$ cat config.mk
export PLATFORM = sky130hd
export DESIGN_NAME = ps2_host_tx
export DESIGN_NICKNAME = d
export VERILOG_FILES = /design/src/rtl/ps2_host_tx.sv
export SDC_FILE = /design/constraint.sdc
export NUM_CORES = 1
export LEC_CHECK = 0
export ABC_AREA = 1
export BUFFER_PORTS_ARGS = -buffer_cell sky130_fd_sc_hd__buf_2
export CAP_MARGIN = 40
export CORE_UTILIZATION = 51
export DETAILED_ROUTE_END_ITERATION = 8
export GPL_TIMING_DRIVEN = 0
export PLACE_DENSITY = 0.83
export SYNTH_ARGS = -nofsm -noshare
export SYNTH_HDL_FRONTEND = slang
export SYNTH_SLANG_ARGS = --single-unit
$ cat constraint.sdc
create_clock -name clk_sys -period 1.7 [get_ports clk_sys]
set_clock_uncertainty 0.2 [all_clocks]
set_input_delay 0.255 -clock clk_sys [delete_from_list [all_inputs] [get_ports clk_sys]]
set_output_delay 0.255 -clock clk_sys [all_outputs]
set_load 0.01 [all_outputs]
$ cat src/rtl/ps2_host_tx.sv
// Host-to-device PS/2 transmitter: inhibits the bus, issues request-to-send, and shifts one
// command byte out on device-generated clock falls, then samples the device ACK.
module ps2_host_tx #(
    parameter int unsigned CLK_HZ       = 52000000,
    parameter int unsigned INHIBIT_US   = 120,
    parameter int unsigned START_TMO_US = 15000,
    parameter int unsigned XFER_TMO_US  = 2000,
    parameter int unsigned FILTER_LEN   = 8
) (
    input  logic       clk_sys,
    input  logic       reset,
    input  logic [7:0] tx_data,
    input  logic       tx_valid,
    output logic       tx_ready,
    output logic       tx_active,
    output logic       done,
    output logic       ack_err,
    output logic       tmo_err,
    input  logic       ps2_clk_in,
    input  logic       ps2_data_in,
    output logic       ps2_clk_oe,
    output logic       ps2_data_oe
);

    localparam int unsigned CycPerUs = CLK_HZ / 1000000;
    localparam int unsigned InhCyc   = CycPerUs * INHIBIT_US;
    localparam int unsigned StartCyc = CycPerUs * START_TMO_US;
    localparam int unsigned XferCyc  = CycPerUs * XFER_TMO_US;
    localparam int unsigned MaxAB    = (InhCyc > StartCyc) ? InhCyc : StartCyc;
    localparam int unsigned MaxCyc   = (MaxAB > XferCyc) ? MaxAB : XferCyc;
    localparam int unsigned TmrW     = $clog2(MaxCyc + 1);
    localparam int unsigned FltW     = $clog2(FILTER_LEN + 1);

    localparam logic [TmrW-1:0] InhPre    = TmrW'(InhCyc - 2);
    localparam logic [TmrW-1:0] InhLast   = TmrW'(InhCyc - 1);
    localparam logic [TmrW-1:0] StartLast = TmrW'(StartCyc - 1);
    localparam logic [TmrW-1:0] XferLast  = TmrW'(XferCyc - 1);
    localparam logic [FltW-1:0] FltLast   = FltW'(FILTER_LEN - 1);

    typedef enum logic [2:0] {
        StIdle,
        StInhibit,
        StReq,
        StBits,
        StAck,
        StWaitIdle,
        StDone,
        StFail
    } state_e;

    // Input conditioning: bit 0 = clock, bit 1 = data
    logic [1:0]           sync1_q, sync2_q, filt_q;
    logic [1:0][FltW-1:0] fcnt_q;
    logic                 clk_prev_q;
    logic                 fall;

    always_ff @(posedge clk_sys or posedge reset) begin
        if (reset) begin
            sync1_q    <= 2'b11;
            sync2_q    <= 2'b11;
            filt_q     <= 2'b11;
            fcnt_q     <= '0;
            clk_prev_q <= 1'b1;
        end else begin
            sync1_q    <= {ps2_data_in, ps2_clk_in};
            sync2_q    <= sync1_q;
            clk_prev_q <= filt_q[0];
            for (int i = 0; i < 2; i++) begin
                if (sync2_q[i] == filt_q[i]) begin
                    fcnt_q[i] <= '0;
                end else if (fcnt_q[i] == FltLast) begin
                    filt_q[i] <= sync2_q[i];
                    fcnt_q[i] <= '0;
                end else begin
                    fcnt_q[i] <= fcnt_q[i] + 1'b1;
                end
            end
        end
    end

    assign fall = clk_prev_q & ~filt_q[0];

    state_e          state_q, state_d;
    logic [TmrW-1:0] tmr_q, tmr_d;
    logic [3:0]      idx_q, idx_d;
    logic [9:0]      frame_q, frame_d;
    logic            clk_oe_q, clk_oe_d;
    logic            data_oe_q, data_oe_d;
    logic            ack_err_q, ack_err_d;
    logic            tmo_err_q, tmo_err_d;

    always_ff @(posedge clk_sys or posedge reset) begin
        if (reset) begin
            state_q   <= StIdle;
            tmr_q     <= '0;
            idx_q     <= '0;
            frame_q   <= '0;
            clk_oe_q  <= 1'b0;
            data_oe_q <= 1'b0;
            ack_err_q <= 1'b0;
            tmo_err_q <= 1'b0;
        end else begin
            state_q   <= state_d;
            tmr_q     <= tmr_d;
            idx_q     <= idx_d;
            frame_q   <= frame_d;
            clk_oe_q  <= clk_oe_d;
            data_oe_q <= data_oe_d;
            ack_err_q <= ack_err_d;
            tmo_err_q <= tmo_err_d;
        end
    end

    always_comb begin
        state_d   = state_q;
        tmr_d     = tmr_q;
        idx_d     = idx_q;
        frame_d   = frame_q;
        clk_oe_d  = clk_oe_q;
        data_oe_d = data_oe_q;
        ack_err_d = ack_err_q;
        tmo_err_d = tmo_err_q;

        case (state_q)
            StIdle: begin
                if (tx_valid) begin
                    // frame = {stop, odd parity, D7..D0}
                    frame_d   = {1'b1, ~^tx_data, tx_data};
                    ack_err_d = 1'b0;
                    tmo_err_d = 1'b0;
                    tmr_d     = '0;
                    clk_oe_d  = 1'b1;
                    data_oe_d = 1'b0;
                    state_d   = StInhibit;
                end
            end
            StInhibit: begin
                tmr_d = tmr_q + 1'b1;
                // start bit overlaps the last inhibit cycle so data is low before clk releases
                if (tmr_q == InhPre) begin
                    data_oe_d = 1'b1;
                end
                if (tmr_q == InhLast) begin
                    clk_oe_d = 1'b0;
                    tmr_d    = '0;
                    state_d  = StReq;
                end
            end
            StReq: begin
                tmr_d = tmr_q + 1'b1;
                if (fall) begin
                    tmr_d     = '0;
                    idx_d     = '0;
                    data_oe_d = ~frame_q[0];
                    state_d   = StBits;
                end else if (tmr_q == StartLast) begin
                    state_d = StFail;
                end
            end
            StBits: begin
                tmr_d = tmr_q + 1'b1;
                if (tmr_q == XferLast) begin
                    state_d = StFail;
                end else if (fall) begin
                    idx_d     = idx_q + 4'd1;
                    data_oe_d = ~frame_q[idx_q + 4'd1];
                    if (idx_q == 4'd8) begin
                        state_d = StAck;
                    end
                end
            end
            StAck: begin
                tmr_d = tmr_q + 1'b1;
                if (tmr_q == XferLast) begin
                    state_d = StFail;
                end else if (fall) begin
                    ack_err_d = filt_q[1];
                    state_d   = StWaitIdle;
                end
            end
            StWaitIdle: begin
                tmr_d = tmr_q + 1'b1;
                if (tmr_q == XferLast) begin
                    state_d = StFail;
                end else if (filt_q == 2'b11) begin
                    state_d = StDone;
                end
            end
            StDone: begin
                data_oe_d = 1'b0;
                state_d   = StIdle;
            end
            StFail: begin
                state_d = StIdle;
            end
            default: begin
                state_d = StIdle;
            end
        endcase

        // Timeout entry releases the bus and reports only the timeout
        if (state_d == StFail && state_q != StFail) begin
            clk_oe_d  = 1'b0;
            data_oe_d = 1'b0;
            tmo_err_d = 1'b1;
            ack_err_d = 1'b0;
        end
    end

    assign tx_ready    = (state_q == StIdle);
    assign tx_active   = (state_q != StIdle);
    assign done        = (state_q == StDone) || (state_q == StFail);
    assign ack_err     = ack_err_q;
    assign tmo_err     = tmo_err_q;
    assign ps2_clk_oe  = clk_oe_q;
    assign ps2_data_oe = data_oe_q;

endmodule

After elaboration in Yosys (flattened, before gate mapping)
Cells that the tools add are included.

Register bits: 56. Bits of input ports: 13.

Reductions and logical operators: 23. Muxes and demuxes: 43. $lt $le $gt $ge: 1. Eq/ne operators: 31. Add/subtract/negate cells: 4. Bitwise logic cells: 6.

Operators by type and width (number): 20-bit one-hot mux with 4 select lines (1); 20-bit 2-to-1 mux (3); 20-bit by 13-bit == test with 1-bit output, second input constant (2); 3-bit 2-to-1 mux (11); 4-bit 2-to-1 mux (7); 3-bit != test, second input constant (8); 3-bit one-hot mux with 7 select lines (1); 20-bit by 1-bit adder with 20-bit output, second input constant (1); 20-bit by 17-bit == test with 1-bit output, second input constant (1); 20-bit == test, second input constant (1); 3-bit == test, second input constant (5); 1-bit 2-to-1 mux (15); 4-bit by 1-bit adder with 4-bit output, second input constant (3); 2-bit AND reduction (5); 3-bit nonzero test (3); 4-bit by 3-bit == test with 1-bit output, second input constant (2); 2-bit != test, second input constant (4); 4-bit one-hot mux with 2 select lines (1); 4-bit AND reduction (2); 8-bit XNOR reduction (1); 3-bit by 2-bit == test with 1-bit output, second input constant (2); 6-bit AND reduction (1); 2-bit nonzero test (3); 6-bit nonzero test (1); 18 further kinds (24).

Depth between registers and ports, before layout
Gate-level depths: netlist of the first run.

Word-level depth: 9. Mapped depth: 14.

Worst setup path before layout of the first run
No wires, ideal clock.

Path type: register to register. From: register idx_q[0]. To: register data_oe_q, in the netlist ps2_data_oe. Arrival time: 1.510 ns. Cell stages (with the launch flop): 15. Path buffers: 1. Setup time: 0.113 ns. Setup slack: -0.123 ns. Cell sequence: dfrtp_1 buf_2 inv_1 ha_1 inv_1 nor2_1 o21ai_0 nand3_1 nand3_1 nand2_1 nand2_1 nand3_1 nand2_1 nand2_1 inv_1.

Longest elaborated chain between the ends: 9.

Ends and longest elaborated chain: start, declared (line 85) `logic [3:0] idx_q, idx_d;`; start signal, assigned (line 105) `idx_q <= idx_d;`; parallel branches: the longest is 9 deep, another holds 4-bit by 1-bit adder with 4-bit output; end signal, assigned (line 108) `data_oe_q <= data_oe_d;`; end, declared (line 88) `logic data_oe_q, data_oe_d;`.

Several ways; the timed one is not identified. The select of a mux whose other input is x is not followed. A chain may end at the register's enable or synchronous reset.

Worst setup path after layout of the first run
From: register tmr_q[17]. To: register clk_oe_q, in the netlist ps2_clk_oe.

Longest elaborated chain between the ends: 8.

Ends and longest elaborated chain: start, declared (line 84) `logic [TmrW-1:0] tmr_q, tmr_d;`; start signal, assigned (line 104) `tmr_q <= tmr_d;`; 20-bit == test (line 156) `end else if (tmr_q == StartLast) begin`; 3-bit 2-to-1 mux (line 156); 3-bit 2-to-1 mux (line 151) `if (fall) begin`; 3-bit one-hot mux with 7 select lines (*) (line 124) `case (state_q)`; via state_d[1] (line 83) `state_e state_q, state_d;`; 3-bit == test (*) (line 202) `if (state_d == StFail && state_q != StFail) begin`; 1-bit logical AND (*) (line 202); 3-bit != test (no line) (tied with other cells); 3-bit AND reduction (no line); end signal, assigned (line 107) `clk_oe_q <= clk_oe_d;`; end, declared (line 87) `logic clk_oe_q, clk_oe_d;`.

Mark *: on every way through the listed nets, which the timed path passes. The rest lies on a longest branch.

==> impl_results.md, run 1 <==
- Status: finished, violations left
- Failing checks: negative setup slack
- Number of standard-cell rows in the floorplan: 28
- Post-Route Setup TNS: -7.05 ns
- Initial core utilization: 53.9%
- Pin count of the biggest net entering global routing: 31
- Leading cell type in the layout, fill and taps excluded: sky130_fd_sc_hd__nand2_1
- Worst slack at placement: -0.273 ns
- Hold Violations, Final: 0
- PnR worst setup slack: -0.323 ns
- Setup repair after global routing missed its margin: yes
- Clock sink total: 56
- Worst hold slack across all endpoints: 0.160 ns
- Worst min path class: reg2reg
- Leakage: 2.02 nW
- Number of antenna repair diodes: 0
- Final routed wire length divided by cell count: 18.1 um
- Area growth from synthesis to layout: 34.3%
- Final setup violation count: 33
- Clock tree from TritonCTS: built
- Area contributors post-synth: sky130_fd_sc_hd__dfrtp_1 (38%), sky130_fd_sc_hd__nand2_1 (13%), sky130_fd_sc_hd__dfstp_2 (5.7%)
- Via count: 3413
- Warnings from Yosys: 0
- Final count of pins violating max slew: 0
- Average vias per placed instance: 6.02
- Yosys top cell area share: 37.7%
- Post-Synth XOR/XNOR Area: 5.39%
- Area of all placed cells without fillers: 4360 um2
- Final worst path period share: 119%
- First-pass detailed-route iteration total: 9
- Clock Path Buffers: 2
- Wire length of the first global-routing pass: 13200 um
- Clock latency on the worst-skew pair: 0.33 ns
- Post-route ant nets: 0
- Overall power of the completed layout: 4.35 mW
- Synth Area in Compound Gates: 7.82%
- Top cell family by delay on the critical path: simple AND/OR/NAND/NOR gates
- Clk pin slew, worst setup/hold paths: 0.10 ns
- Crit-path max cell delay: 0.49 ns
- Quantity of I/O buffers inserted on ports: 19
- Slew HR: 61.0%
- Final nets: 510
- Dominant combinational cell family by area after synthesis: simple AND/OR/NAND/NOR gates
- Core Footprint: 6030 um2
- Final Util: 72.4%
- Slowest cell on crit path: sky130_fd_sc_hd__dfrtp_1
- Signal arrival time at the worst endpoint: 2.06 ns
- Syn Inst Count: 413
- Ports placed on the boundary: 20
- Cell taking the most area after synthesis: sky130_fd_sc_hd__dfrtp_1
- Max_cap viols: 0
- Distinct cell type count after synthesis: 39
- Count of fill cells added during filler insertion: 355
- Most used cells in the layout excluding fill and tap cells: sky130_fd_sc_hd__nand2_1 (100), sky130_fd_sc_hd__dfrtp_1 (39), sky130_fd_sc_hd__buf_4 (36), sky130_fd_sc_hd__nor2_1 (35), sky130_fd_sc_hd__inv_1 (35)
- Fmax: 0.494 GHz
- Antenna violations before repair: 0
- Fraction of final layout cells sized beyond drive strength 1: 37.6%
- Final Wtd Congestion: 0.948
- Total of flip-flops plus latches after synthesis: 56
- Max VDD drop: 0.592 mV
- Wire length after detailed routing: 10300 um
- Filler-free cell count of the finished design: 567
- Number of global-route vias before repair: 2920
- Full die area: 6690 um2
- Root cell of the clock tree: sky130_fd_sc_hd__clkbuf_8
- Crit. End Element: flip-flop
- Number of buffer and inverter instances along the worst setup path: 2
- Data required, critical path: 1.74 ns
- Startpoint kind of the worst setup timing path: flip-flop
- Tot GR Track Use: 26.1%
- Post-synthesis instance area: 3250 um2
- Number of buffers created by CTS: 5
- Crit-path max FO: 5
- Width of the chip: 81.8 um
- Multiplexer share of the synthesized area: 0.347%
- H-tree depth: 2
- List of cells traversed by the critical path: nor2_2 > nand2_2 > nor2_4 > nand4_1 > nand2_1 > inv_1 > nand4_1 > nand3_4 > nand2_1 > inv_1
- Total overflow reported by the global router: 0
- Post-synthesis share of cell area spent on full adders, half adders and majority gates: 2.31%
- Syn Area/Cell: 7.87 um2
- Area fraction in and, or, nand and nor cells after synthesis: 33.4%
- Fin crit period: 2.02 ns
- Mapped Nets: 432
- Sequential cell area fraction in the yosys report: 43.4%
- Total power divided by cell area: 997 nW/um2
- Tightest Pin Transition: 0.584 ns
- Drt first-iter violations: 615
- DP Area: 3500 um2
- Type of the worst setup path: reg2reg
- Instance count after placement with tap cells included: 508
- Height of the chip: 81.8 um
- DRC violation count after routing: 0
- Post-DP HPWL: 5040 um
==> sequential cells by signal, summed over array words and instances, names as in the netlist <==
| register | flops |
|---|---|
| sync2_q | 2 |
| state_q | 3 |
| frame_q | 10 |
| idx_q | 4 |
| ps2_clk_oe | 1 |
| clk_prev_q | 1 |
| tmo_err | 1 |
| ps2_data_oe | 1 |
| fcnt_q | 8 |
| tmr_q | 20 |
| ack_err | 1 |
| filt_q | 2 |
| sync1_q | 2 |
==> timing repair <==
action	in CTS	in global routing
endpoints found under the setup margin	41	33
hold endpoints to repair	28	1
gates resized for setup	47	61
setup buffers	23	18
hold buffers	10	1
pin swaps	14	28
==> area by class of cell <==
class	instances	area, um2	area share [%]
multi-input combinational	298	1900	43.6
tap	75	93.8	2.15
sequential	56	1420	32.6
inverter	52	214	4.90
buffer	6	71.3	1.63
timing repair buffer	72	571	13.1
clock inverter	2	16.3	0.373
clock buffer	6	72.6	1.66
==> cells in the mapped netlist (all sizes together) <==
cell    number
dfrtp       49
xnor2        9
a21oi       13
buf          7
and2         2
nor2        58
a31oi        2
a22o         3
nor4         1
xor2        11
a211oi       2
nand4        7
nor3b        2
ha           6
o21ai       17
dfstp        7
o22ai        2
nand2      119
o31ai        1
mux2         1
inv         52
nand3       28
or2          1
nor3        11
o211ai       2
==> layer usage <==
layer,part of all wire [%],track usage (%),vias to the layer above
met4,5.6,12.1,0
met5,0,0,-
li1,-,-,1474
met1,38,33.1,1594
met2,47,42.8,266
met3,9.6,5.11,79
==> worst paths after layout <==
| check | end | from | depth (start not counted) | slack [ns] |
|---|---|---|---|---|
| worst max-delay path | ps2_clk_oe | tmr_q[17] | 10 | -0.32 |
| worst min register to register | sync2_q[0] | sync1_q[0] | 0 | 0.16 |
| max in group asynchronous | tmr_q[5] | reset | 4 | 0.43 |
| worst max register to register | ps2_clk_oe | tmr_q[17] | 10 | -0.32 |
| worst min-delay path | sync2_q[0] | sync1_q[0] | 0 | 0.16 |
| min in group asynchronous | fcnt_q[3] | reset | 3 | 0.32 |
==> where the power goes <==
| part | switching, mW | leakage, nW | internal [mW] |
|---|---|---|---|
| Combinational | 1.03 | 1.27 | 0.731 |
| Sequential | 0.215 | 0.706 | 1.62 |
| Clock | 0.462 | 0.0414 | 0.294 |
==> worst register-to-register path, delay by kind of cell, from the launching register on <==
| kind | cells | cell delay [ns] |
|---|---|---|
| buffers and inverters | 2 | 0.09 |
| flip-flops | 1 | 0.49 |
| AND/OR/NAND/NOR | 8 | 1.15 |
==> logic make-up after synthesis <==
kind of cell,count (synthesis)
buffers and inverters,59
AOI/OAI and AO/OA,42
muxes,1
xor gates and xnor gates,20
DFF,56
adders and majority gates,6
and+or+nand+nor,229
Note: power is estimated with default switching activity, not from simulation.
==> inputs of run 2 (changes only) <==
ABC_AREA = unset   (was 1)
PLACE_DENSITY = 0.84   (was 0.83)
SLEW_MARGIN = 20   (was unset)
==> impl_results.md, run 2 <==
- Commonest cells post-synth: sky130_fd_sc_hd__dfrtp_1 (49), sky130_fd_sc_hd__nor2_1 (38), sky130_fd_sc_hd__nand2_1 (26)
- Final setup violation count: 41 (+24%)
- Hold Violations, Final: 2 (+2)
- Worst hold slack across all endpoints: -0.00142 ns (-0.162 ns)
- Number of global-route vias before repair: 2438 (-17%)
- Distinct cell type count after synthesis: 53 (+36%)
- Average vias per placed instance: 6.00 (-0.36%)
- Most used cells in the layout excluding fill and tap cells: sky130_fd_sc_hd__dfrtp_1 (39), sky130_fd_sc_hd__buf_4 (27), sky130_fd_sc_hd__nand2_1 (24), sky130_fd_sc_hd__nor2_1 (22), sky130_fd_sc_hd__buf_2 (18)
- Total overflow reported by the global router: 0 (unchanged)
- Clock tree from TritonCTS: built
- Most used DFF post-synth: sky130_fd_sc_hd__dfrtp_1
- Leading cell type in the layout, fill and taps excluded: sky130_fd_sc_hd__dfrtp_1
- Status: finished, violations left
- Tot GR Track Use: 23.5% (-2.6 points)
- Most repeated cell in the gate-level netlist after synthesis: sky130_fd_sc_hd__dfrtp_1
- Crit-path max FO: 5 (unchanged)
- Total power divided by cell area: 1060 nW/um2 (+6.1%)
- Setup repair after global routing missed its margin: yes
- Post-synthesis instance area: 3070 um2 (-5.6%)
- Clk pin slew, worst setup/hold paths: 0.10 ns (about the same)
- Slowest cell on crit path: sky130_fd_sc_hd__dfrtp_2
- Antenna violations before repair: 0 (unchanged)
- Fraction of registers with async set or reset after synthesis: 100% (unchanged)
- Yosys top cell area share: 40.0% (+2.2 points)
- Crit-path max cell delay: 0.48 ns (about the same)
- Ports placed on the boundary: 20 (unchanged)
- DP Area: 3340 um2 (-4.4%)
- Number of standard-cell rows in the floorplan: 27 (-3.6%)
- Number of antenna repair diodes: 0 (unchanged)
- List of cells traversed by the critical path: nor4b_4 > and4_4 > a31oi_1 > and3b_2 > a211oi_4 > nor2_1
- Final routed wire length divided by cell count: 18.3 um (+0.87%)
- Pin count of the biggest net entering global routing: 30 (-3.2%)
- H-tree depth: 2 (unchanged)
- Max_cap viols: 0 (unchanged)
- Leakage: 1.73 nW (-14%)
- Clock Path Buffers: 2 (unchanged)
- Fraction of final layout cells sized beyond drive strength 1: 40.5% (+2.9 points)
- Number of buffers created by CTS: 5 (unchanged)
- Syn Inst Count: 301 (-27%)
- Data required, critical path: 1.70 ns (-0.04 ns)
- Signal arrival time at the worst endpoint: 2.21 ns (+0.15 ns)
- Startpoint kind of the worst setup timing path: flip-flop
- Area contributors post-synth: sky130_fd_sc_hd__dfrtp_1 (40%), sky130_fd_sc_hd__dfstp_2 (6.0%), sky130_fd_sc_hd__nor2_1 (4.7%)
- Tightest Pin Transition: 0.648 ns (+0.0639 ns)
- Via count: 2639 (-23%)
- Final nets: 386 (-24%)
- Total of flip-flops plus latches after synthesis: 56 (unchanged)
- Area of all placed cells without fillers: 4010 um2 (-8.1%)
- Post-DP HPWL: 4410 um (-13%)
- Crit. End Element: flip-flop
- Slew HR: 56.7% (-4.3 points)
- Top cell family by delay on the critical path: simple AND/OR/NAND/NOR gates
- Wire length of the first global-routing pass: 11400 um (-14%)
- Overall power of the completed layout: 4.24 mW (-2.4%)
- Fmax: 0.453 GHz (-8.4%)
- Cell taking the most area after synthesis: sky130_fd_sc_hd__dfrtp_1
- Area growth from synthesis to layout: 30.8%
- Post-Route Setup TNS: -13.37 ns (-6.32 ns)
- Drt first-iter violations: 252 (-59%)
- Number of buffer and inverter instances along the worst setup path: 0 (-2)
- Quantity of I/O buffers inserted on ports: 19 (unchanged)
- Biggest register: tmr_q
- Syn Area/Cell: 10.2 um2 (+29%)
- Sequential cell area fraction in the yosys report: 46.0% (+2.6 points)
- Fin crit period: 2.21 ns (+0.186 ns)
- Type of the worst setup path: reg2reg
- Width of the chip: 79.5 um (-2.8%)
- First-pass detailed-route iteration total: 5 (-4)
- Warnings from Yosys: 0 (unchanged)
- Final worst path period share: 130% (+11 points)
- Height of the chip: 79.5 um (-2.8%)
- Clock sink total: 56 (unchanged)
- Final count of pins violating max slew: 0 (unchanged)
- Core Footprint: 5640 um2 (-6.4%)
- DRC violation count after routing: 0 (unchanged)
- Root cell of the clock tree: sky130_fd_sc_hd__clkbuf_8
- Worst min path class: in2reg
- Largest registers: tmr_q x20, frame_q x10, fcnt_q x8
- Post-route ant nets: 0 (unchanged)
- Failing checks: negative hold slack, negative setup slack
- Full die area: 6330 um2 (-5.5%)
- Count of flip-flops with a built-in enable after synthesis: 0 (unchanged)
- Clock latency on the worst-skew pair: 0.32 ns (about the same)
- PnR worst setup slack: -0.509 ns (-0.186 ns)
- Number of flip-flops in the largest register: 20 (unchanged)
- Max VDD drop: 0.888 mV (+50%)
- Initial core utilization: 54.4% (+0.43 points)
- Mapped Nets: 320 (-26%)
- Final Wtd Congestion: 0.880 (-7.2%)
- Wire length after detailed routing: 8040 um (-22%)
==> run 2: cell count changes after synthesis, sizes merged, moves of 6 or more <==
cell / previous run / this run
inv: 52 / 11
xnor2: 9 / 16
nor2: 58 / 38
nand3: 28 / 10
mux2: 1 / 11
mux2i: 0 / 6
nand2: 119 / 26
==> run 2: stage by stage <==
step	cells	util, %	setup slack (ns)
2_1_floorplan	301	-	-0.352
3_3_place_gp	392	58.9	-0.648
3_5_place_dp	393	59.2	-0.668
4_1_cts	428	67.2	-0.381
5_1_grt	440	71.1	-0.617
6_report	440	71.1	-0.509
==> run 2: what timing repair did <==
item	in CTS	in global routing
pin swaps	30	15
hold buffers	8	0
setup buffers	19	11
setup endpoints to repair	39	43
endpoints found under the hold margin	32	0
cloned	2	1
resized for setup	33	37
==> run 2: area by class of cell <==
type,count,area (um2)
plain buffers,6,65.1
well taps,72,90.1
repair buffers,61,492
multi-input cells,226,1810
flip-flops and latches,56,1420
fillers,341,1630
clock buffers,7,76.3
inverters,11,47.5
clock inverters,1,5.00
==> run 2: path summary, 6_finish.rpt <==
check | start | endpoint | slack, ns | cells past startpoint
setup / recovery | tmr_q[5] | ack_err | -0.51 | 6
hold / removal | tx_data[3] | frame_q[3] | -0.001 | 2
setup reg to reg | tmr_q[5] | ack_err | -0.51 | 6
hold reg to reg | sync1_q[0] | sync2_q[0] | 0.16 | 0
max in group asynchronous | reset | sync1_q[0] | 0.32 | 4
min in group asynchronous | reset | state_q[1] | 0.36 | 3
==> run 2: logic make-up (layout without fill, tap and decap cells) <==
| logic type | after synthesis | count (layout) | share of synthesized area [%] |
|---|---|---|---|
| AO/OA/AOI/OAI | 38 | 38 | 9.02 |
| XOR/XNOR | 30 | 30 | 8.57 |
| adder cells (fa/ha/maj) | 6 | 6 | 2.45 |
| buffers and inverters | 19 | 86 | 3.22 |
| flip-flops | 56 | 56 | 46.0 |
| multiplexers | 19 | 19 | 7.47 |
| AND/OR/NAND/NOR | 133 | 133 | 23.3 |
==> run 2: where the power goes <==
part,internal (mW),switching [mW],leakage [nW],total (mW)
Sequential,1.62,0.191,0.698,1.81
Combinational,0.863,0.862,0.993,1.73
Clock,0.291,0.420,0.0422,0.710
==> run 2: routing by layer <==
metal,vias to the layer above,GRT usage (%),share of wire [%]
li1,1181,-,-
met1,1295,31.4,41
met2,132,38.5,50
met4,0,8.55,2.8
met3,31,3.66,6.1
met5,-,0,0
==> inputs of run 3 (changes only) <==
HOLD_SLACK_MARGIN = 0.15   (was unset)
==> impl_results.md, run 3 (synthesis results as in run 2) <==
- Status: finished, violations left
- Failing checks: negative setup slack
- Number of buffers created by CTS: 5 (unchanged)
- Antenna violations before repair: 0 (unchanged)
- DRC violation count after routing: 0 (unchanged)
- PnR worst setup slack: -0.577 ns (-0.0671 ns)
- Slew HR: 56.6% (-0.089 points)
- Fmax: 0.439 GHz (-2.9%)
- Hold path startpoint: sync1_q[0]
- Crit. End Element: flip-flop
- Reg-to-Reg Start: tmr_q[8]
- Width of the chip: 79.5 um (unchanged)
- Number of instances on the worst hold path: 0 (-2)
- Final worst path period share: 134% (+3.9 points)
- Wire length after detailed routing: 8570 um (+6.6%)
- Worst min path class: reg2reg
- Final setup violation count: 43 (+4.9%)
- Top cell family by delay on the critical path: simple AND/OR/NAND/NOR gates
- Total overflow reported by the global router: 0 (unchanged)
- Slowest cell on crit path: sky130_fd_sc_hd__dfrtp_1
- Via count: 2755 (+4.4%)
- FF-to-FF End: ps2_data_oe
- H-tree depth: 2 (unchanged)
- Setup repair after global routing missed its margin: yes
- Wire length of the first global-routing pass: 12100 um (+5.6%)
- Clock sink total: 56 (unchanged)
- Number of flip-flops in the largest register: 20 (unchanged)
- Number of cells on the worst reg-to-reg path: 6 (unchanged)
- Post-Route Setup TNS: -14.10 ns (-0.730 ns)
- Total power divided by cell area: 1070 nW/um2 (+1.1%)
- Max_cap viols: 0 (unchanged)
- Count of fill cells added during filler insertion: 339 (-0.59%)
- Core Footprint: 5640 um2 (unchanged)
- Drt first-iter violations: 300 (+19%)
- Hold Violations, Final: 0 (-2)
- DP Area: 3340 um2 (unchanged)
- Overall power of the completed layout: 4.29 mW (+1.1%)
- Leakage: 1.72 nW (-0.81%)
- Signal arrival time at the worst endpoint: 2.28 ns (+0.07 ns)
- Clock Path Buffers: 2 (unchanged)
- Number of antenna repair diodes: 0 (unchanged)
- Clock latency on the worst-skew pair: 0.32 ns (about the same)
- Final count of pins violating max slew: 0 (unchanged)
- Final Wtd Congestion: 0.880 (unchanged)
- Pin count of the biggest net entering global routing: 30 (unchanged)
- Setup slack, reg-to-reg: -0.58 ns (-0.07 ns)
- Initial core utilization: 54.4% (unchanged)
- Startpoint kind of the worst setup timing path: flip-flop
- Number of global-route vias before repair: 2479 (+1.7%)
- Multi-input gate area in the final layout: 1830 um2 (+1.1%)
- Largest registers: tmr_q x20, frame_q x10, fcnt_q x8
- Crit-path max cell delay: 0.45 ns (-0.03 ns)
- Clock tree from TritonCTS: built
- Average vias per placed instance: 6.28 (+4.6%)
- List of cells traversed by the critical path: and4bb_2 > nand4_1 > nor2_4 > o21ai_1 > a211oi_4 > a21oi_1
- Clk pin slew, worst setup/hold paths: 0.10 ns (about the same)
- Launching element of the worst setup path: tmr_q[8]
- Root cell of the clock tree: sky130_fd_sc_hd__clkbuf_8
- Tightest Pin Transition: 0.649 ns (+0.00133 ns)
- Post-DP HPWL: 4410 um (unchanged)
- Endpoint of the worst hold-timing path: sync2_q[0]
- Fraction of final layout cells sized beyond drive strength 1: 40.3% (-0.16 points)
- Quantity of I/O buffers inserted on ports: 19 (unchanged)
- Ports placed on the boundary: 20 (unchanged)
- Final nets: 385 (-0.26%)
- Crit-path max FO: 4 (-1)
- Final routed wire length divided by cell count: 19.5 um (+6.8%)
- Most used cells in the layout excluding fill and tap cells: sky130_fd_sc_hd__dfrtp_1 (40), sky130_fd_sc_hd__buf_4 (28), sky130_fd_sc_hd__nor2_1 (22), sky130_fd_sc_hd__nand2_1 (22), sky130_fd_sc_hd__buf_2 (17)
- Area growth from synthesis to layout: 30.9% (about the same)
- Max VDD drop: 0.759 mV (-15%)
- Sequential Area: 1420 um2 (about the same)
- Tot GR Track Use: 25.0% (+1.6 points)
- Area of all placed cells without fillers: 4010 um2 (about the same)
- Data required, critical path: 1.70 ns (about the same)
- Leading cell type in the layout, fill and taps excluded: sky130_fd_sc_hd__dfrtp_1
- Post-route ant nets: 0 (unchanged)
- Number of buffer and inverter instances along the worst setup path: 0 (unchanged)
- Full die area: 6330 um2 (unchanged)
- Type of the worst setup path: reg2reg
- First-pass detailed-route iteration total: 5 (unchanged)
- Height of the chip: 79.5 um (unchanged)
- Fin crit period: 2.28 ns (+0.0671 ns)
- Biggest register: tmr_q
- Number of standard-cell rows in the floorplan: 27 (unchanged)
run 3: cell type report:
type | count | share of cell area [%]
flip-flops and latches | 56 | 35.4
clock inverters | 1 | 0.125
well taps | 72 | 2.24
repair buffers | 60 | 11.9
plain buffers | 6 | 1.53
clock buffers | 7 | 1.90
multi-input cells | 226 | 45.7
inverters | 11 | 1.18
run 3: routing by layer:
layer  vias to the layer above  wire, um  global-route usage, %
li1                       1182         -                      -
met1                      1342      3300                   32.8
met2                       176      4220                   41.2
met3                        55       647                   3.54
met4                         0       401                   11.1
met5                         -         0                      0
run 3: worst max path at each step:
stage                              to  slack, ns  cells past startpoint
after global routing          ack_err      -0.70                      6
final                     ps2_data_oe      -0.58                      6
after global placement       tmr_q[3]      -0.65                      6
after detailed placement    tmr_q[17]      -0.67                      6
after CTS                 ps2_data_oe      -0.38                      6
after floorplan              tmr_q[4]      -0.35                      6
run 3: report_power, final:
part           internal (mW)  switching, mW
registers               1.62          0.216
logic                  0.844          0.902
clock network          0.290          0.421
total                   2.75           1.54
run 3: through the flow:
stage / hold slack (ns) / util (%) / std cells / worst slack, ns
2_1_floorplan: 0.0595 / - / 301 / -0.352
3_3_place_gp: 0.148 / 58.9 / 392 / -0.648
3_5_place_dp: 0.147 / 59.2 / 393 / -0.668
4_1_cts: 0.159 / 67.7 / 431 / -0.381
5_1_grt: 0.163 / 71.1 / 439 / -0.703
6_report: 0.159 / 71.1 / 439 / -0.577
run 3: repair_timing:
item,CTS,global route
resized for setup,33,36
endpoints found under the hold margin,35,0
endpoints found under the setup margin,39,43
cloned,2,0
pin swaps,30,15
hold buffers,11,0
buffers inserted,19,8
